`src/rtl/shader_pkg.sv`:
```
// Shared definitions for the shader instruction path: upload sequencer states
// and the default instruction store geometry used by the store and fetch stage.
`timescale 1ns/1ps
package shader_pkg;

    localparam int DEF_INSTR_WIDTH = 32;
    localparam int DEF_INSTR_DEPTH = 256;

    typedef enum logic [1:0] {
        IDLE = 2'd0,
        LOAD = 2'd1,
        DONE = 2'd2
    } upload_state_t;

endpackage

```
`src/rtl/shader_upload_ctrl.sv`:
```
// Moves one shader program at a time from a host valid/ready stream into the
// instruction store write port, holding GPU fetch off and reporting an XOR checksum.
`timescale 1ns/1ps
module shader_upload_ctrl
    import shader_pkg::*;
#(
    parameter int INSTR_WIDTH = DEF_INSTR_WIDTH,
    parameter int INSTR_DEPTH = DEF_INSTR_DEPTH,
    localparam int AW = $clog2(INSTR_DEPTH)
) (
    input  logic                   clk,
    input  logic                   rst,
    input  logic                   i_start,
    input  logic [AW-1:0]          i_base_addr,
    input  logic [AW:0]            i_length,
    input  logic                   i_abort,
    input  logic                   i_data_valid,
    input  logic [INSTR_WIDTH-1:0] i_data,
    output logic                   o_data_ready,
    output logic                   o_mem_we,
    output logic [AW-1:0]          o_mem_addr,
    output logic [INSTR_WIDTH-1:0] o_mem_wdata,
    output logic                   o_busy,
    output logic                   o_gpu_hold,
    output logic                   o_done,
    output logic                   o_error,
    output logic [INSTR_WIDTH-1:0] o_checksum
);

    upload_state_t state, state_next;

    logic [AW-1:0]          base_q;
    logic [AW:0]            len_q;
    logic [AW:0]            count_q;
    logic [INSTR_WIDTH-1:0] acc_q;

    logic [AW+1:0] end_addr;
    logic          cmd_legal;
    logic          cmd_accept;
    logic          cmd_reject;
    logic          beat;
    logic          last_beat;

    // One spare bit so that an oversized length can never wrap back into range.
    assign end_addr   = {2'b00, i_base_addr} + {1'b0, i_length};
    assign cmd_legal  = (i_length != '0) && (end_addr <= (AW+2)'(INSTR_DEPTH));
    assign cmd_accept = (state == IDLE) && i_start && cmd_legal;
    assign cmd_reject = (state == IDLE) && i_start && !cmd_legal;

    assign beat      = (state == LOAD) && i_data_valid && !i_abort;
    assign last_beat = beat && ((count_q + (AW+1)'(1)) == len_q);

    assign o_data_ready = (state == LOAD) && !i_abort;
    assign o_busy       = (state != IDLE);
    assign o_gpu_hold   = o_busy;
    assign o_done       = (state == DONE);

    always_ff @(posedge clk or posedge rst) begin
        if (rst) begin
            state <= IDLE;
        end else begin
            state <= state_next;
        end
    end

    always_comb begin
        state_next = state;
        unique case (state)
            IDLE: begin
                if (cmd_accept) begin
                    state_next = LOAD;
                end
            end
            LOAD: begin
                if (i_abort) begin
                    state_next = IDLE;
                end else if (last_beat) begin
                    state_next = DONE;
                end
            end
            DONE:    state_next = IDLE;
            default: state_next = IDLE;
        endcase
    end

    // The write port is registered so the DONE cycle still carries the final word,
    // which keeps fetch held until that write has landed in the store.
    always_ff @(posedge clk or posedge rst) begin
        if (rst) begin
            base_q      <= '0;
            len_q       <= '0;
            count_q     <= '0;
            acc_q       <= '0;
            o_mem_we    <= 1'b0;
            o_mem_addr  <= '0;
            o_mem_wdata <= '0;
            o_error     <= 1'b0;
            o_checksum  <= '0;
        end else begin
            o_mem_we <= beat;
            o_error  <= cmd_reject;
            if (cmd_accept) begin
                base_q  <= i_base_addr;
                len_q   <= i_length;
                count_q <= '0;
                acc_q   <= '0;
            end
            if (beat) begin
                o_mem_addr  <= base_q + count_q[AW-1:0];
                o_mem_wdata <= i_data;
                acc_q       <= acc_q ^ i_data;
                count_q     <= count_q + (AW+1)'(1);
            end
            if (last_beat) begin
                o_checksum <= acc_q ^ i_data;
            end
        end
    end

endmodule

```
`config.mk`:
```
export PLATFORM = sky130hd
export DESIGN_NAME = shader_upload_ctrl
export DESIGN_NICKNAME = d
export VERILOG_FILES = /design/src/rtl/shader_pkg.sv /design/src/rtl/shader_upload_ctrl.sv
export SDC_FILE = /design/constraint.sdc
export NUM_CORES = 1
export LEC_CHECK = 0
export BUFFER_PORTS_ARGS = -buffer_cell sky130_fd_sc_hd__buf_2
export CAP_MARGIN = 25
export CORE_ASPECT_RATIO = 1.1
export CORE_MARGIN = 1.5
export CORE_UTILIZATION = 50
export CTS_BUF_LIST = sky130_fd_sc_hd__clkbuf_4
export DETAILED_ROUTE_END_ITERATION = 7
export PLACE_DENSITY_LB_ADDON = 0.12
export SLEW_MARGIN = 20
export SYNTH_ARGS = -nofsm -noshare
export SYNTH_HDL_FRONTEND = slang
export SYNTH_SLANG_ARGS = --single-unit
```
`constraint.sdc`:
```
create_clock -name clk -period 6.15 [get_ports clk]
set_clock_uncertainty 0.1 [all_clocks]
set_input_delay 1.23 -clock clk [delete_from_list [all_inputs] [get_ports clk]]
set_output_delay 1.23 -clock clk [all_outputs]
set_load 0.02 [all_outputs]
```
==> implementation parameters <==
Parameter                              Value

Run status
  Status ... completed

Synth
  Synthesis-stage register bit count ... 134
  Warnings from Yosys ... 0
  Ys async rst share ... 1.000
  Post-synthesis cell type count ... 51
  Gate Count Post-Synth ... 681
  Syn nets ... 753
  Primary FF master, synth ... dfrtp_1
  Number of enable-type register cells in the synthesized netlist ... 0
  Post-synthesis cell area ... 6654 um^2
  Post-synthesis area per instance ... 9.771 um^2
  Sequential area share after synthesis ... 0.5039

Worst hold path
  Worst min-delay path category ... flip-flop to flip-flop

Clock tree
  Resize count post-CTS ... 0
  Clock sink total ... 134
  Largest buffer count on any clock path ... 2
  Buffer type at the clock tree root ... clkbuf_4
  Clock buffers created by TritonCTS ... 17
  Insertion delay of the later-clocked pin in the worst-skew pair ... 0.55 ns
  Clock slew seen by the registers of the worst setup and hold paths ... 0.10 ns
  CTS H-Tree Depth ... 4
  Total of hold buffers inserted after clock tree synthesis ... 0
  TritonCTS clock tree ... yes
  Number of buffers inserted to repair setup after CTS ... 0

Placed design
  Weighted congestion reported at the end of routability-driven placement ... 0.8260
  Cell area after placement ... 7440 um^2
  Post-detail-place hpwl ... 10030 um
  # port buffers ... 131

Global route
  Initial antenna violation count ... 0
  Global-route wire length before repair ... 23380 um
  All-layer global routing usage ... 0.2119
  Maximum number of pins on one net before global-route repair ... 79
  GRT overflow ... 0
  Number of global-route vias before repair ... 4957

Layout
  Synth-to-Final Area Change ... 15.57%
  Leading cell type in the layout, fill and taps excluded ... nand2_1
  Antenna diode count ... 0
  Final Net Count ... 881
  Share of final-layout standard cells stronger than drive strength 1 ... 0.2601
  Final Cell Area ... 7690 um^2
  Commonest cells after routing, fill and taps aside ... nand2_1, dfrtp_1, buf_2
  End-of-flow core utilization ... 0.5869
  Filler Cell Count ... 1216

Route
  DR WL/cell ... 14.69 um
  Number of DRC markers after the initial detailed-route iteration ... 229
  Number of routed nets with antenna violations ... 0
  Number of optimization iterations in the first detailed-route pass ... 4
  Vias per cell ... 5.293
  Post-detailed-routing wire length ... 14400 um
  Vias ... 5187
  Count of unresolved DRC violations after routing ... 0

Floorplan
  Die height ... 124.0 um
  Core outline area ... 13100 um^2
  Std-Cell Rows ... 44
  # IOs ... 132
  Floorplan die area ... 14010 um^2
  Die Width ... 113.0 um
  Effective utilization at floorplan ... 0.5078

Timing
  Worst max-slew margin expressed relative to the limit ... 0.4942
  Number of endpoints failing setup at the final stage ... 0
  Least-Margin Pin Slew ... 0.7587 ns
  Unrepaired setup endpoints after global routing ... no
  Pins Over Slew Limit ... 0
  FMAX ... 270.4 MHz
  Final Critical Period ... 3.699 ns
  Final total negative setup slack ... 0 ns
  Final clock period utilization by the worst path ... 0.6014
  Hold Violations, Final ... 0

Critical path
  Data arrival time of the critical path ... 4.03 ns
  Setup crit end kind ... flip-flop
  Startpoint-to-endpoint class of the critical path ... input port to flip-flop
  Biggest fanout along the worst timing path ... 31
  Data required time at the worst endpoint ... 6.48 ns
  Type of origin of the critical path ... input port

Job
  Count of maximum capacitance violations ... 0

Power
  Total Power ... 2644 uW
  Internal power ... 1644 uW
  Power share of the combinational group ... 0.329
  Sequential group share of total power ... 0.497
  P_sw ... 1000 uW
  Leak Pwr ... 0.004057 uW
  Peak VDD IR ... 0.0001568 V
  Share of power burned in the clock network ... 0.174
  Power per cell area ... 343.8 nW/um^2
  Fraction of power spent switching nets ... 0.3784
-- power groups by stage --
stage          sequential, uW  combinational, uW  clock, uW
3_3_place_gp             1320                843          0
2_1_floorplan            1460                441          0
6_report                 1310                870        461
4_1_cts                  1310                873        483
3_5_place_dp             1330                869          0
5_1_grt                  1350                977        513
-- path summary, 6_finish.rpt --
check,start,to,slack (ns),cells past startpoint
max,i_base_addr[0],acc_q[8],2.45,11
min,o_mem_wdata[29],o_mem_wdata[29],0.38,2
max reg2reg,count_q[0],o_checksum[18],3.04,8
min reg2reg,o_mem_wdata[29],o_mem_wdata[29],0.38,2
max in group asynchronous,rst,len_q[8],4.09,4
min in group asynchronous,rst,o_mem_wdata[7],0.71,2
-- flip-flops by register name, summed over array words and instances (netlist names) --
name	cells
acc_q	32
o_error	1
o_mem_addr	8
base_q	8
state	2
len_q	9
o_mem_we	1
o_mem_wdata	32
count_q	9
o_checksum	32
-- critical path, stage by stage --
cell     delay [ns]
buf_2          0.11
ha_1           0.23
fa_1           0.41
a21oi_1        0.33
o211a_1        0.22
xor2_1         0.19
nor4b_1        0.25
a31o_2         0.47
buf_16         0.24
buf_4          0.22
o21ai_0        0.12
-- cell usage after synthesis, types with 2 or more instances --
master / n / area (um^2)
mux2_1: 17 / 191.4
o31ai_1: 3 / 22.52
nor2_1: 55 / 206.5
o211ai_1: 2 / 15.01
nor4_1: 3 / 18.77
clkbuf_2: 2 / 10.01
nand2_1: 153 / 574.3
nand3_1: 10 / 50.05
a21boi_0: 4 / 30.03
a21o_1: 3 / 22.52
nor4b_1: 2 / 17.52
mux2_2: 32 / 360.4
buf_2: 5 / 25.02
nor3_1: 4 / 20.02
o21ai_1: 6 / 30.03
nand4_1: 3 / 18.77
o22ai_1: 3 / 18.77
ha_1: 16 / 200.2
a21oi_1: 33 / 165.2
dfrtp_1: 134 / 3353
clkbuf_1: 13 / 48.80
buf_6: 4 / 45.04
o21ai_0: 46 / 230.2
inv_1: 13 / 48.80
or3_1: 2 / 12.51
nor3b_1: 8 / 60.06
or2_2: 9 / 56.30
buf_1: 5 / 18.77
a2111oi_0: 3 / 26.28
nor2b_1: 20 / 125.1
fa_1: 2 / 40.04
o311ai_1: 2 / 17.52
xnor2_1: 9 / 78.83
xor2_1: 38 / 332.8
-- metal layers --
| metal | wire length (um) | track usage | vias up |
|---|---|---|---|
| met4 | 263 | 0.08359 | 0 |
| met5 | 0 | 0 | - |
| met3 | 601 | 0.04574 | 21 |
| met1 | 6609 | 0.2712 | 2470 |
| met2 | 6924 | 0.3556 | 125 |
| li1 | - | - | 2571 |
-- logic make-up (layout without fill, tap and decap cells) --
kind of cell | after synthesis | in the layout | share of synthesized area
AO/OA/AOI/OAI | 113 | 113 | 0.09853
buffers and inverters | 43 | 181 | 0.03065
adder cells (fa/ha/maj) | 18 | 18 | 0.03610
XOR/XNOR | 47 | 47 | 0.06187
flip-flops | 134 | 134 | 0.5039
AND/OR/NAND/NOR | 277 | 277 | 0.1860
multiplexers | 49 | 49 | 0.08293
-- area by class of cell --
| type | instances | area, um^2 | share of cell area |
|---|---|---|---|
| flip-flops and latches | 134 | 3353 | 0.4361 |
| multi-input cells | 504 | 3113 | 0.4048 |
| repair buffers | 139 | 775.7 | 0.1009 |
| well taps | 161 | 201.4 | 0.02620 |
| clock buffers | 21 | 157.7 | 0.02050 |
| inverters | 13 | 51.30 | 0.006671 |
| clock inverters | 8 | 37.54 | 0.004881 |
-- through the flow --
stage / hold slack, ns / std cells / setup slack (ns)
after floorplan: 0.3649 / 681 / 1.237
after global placement: 0.3544 / 948 / 1.704
after detailed placement: 0.3586 / 949 / 1.586
after CTS: 0.3870 / 978 / 2.200
after global routing: 0.4104 / 980 / 2.341
final: 0.3828 / 980 / 2.451
Power figures use the tool's default switching activity.
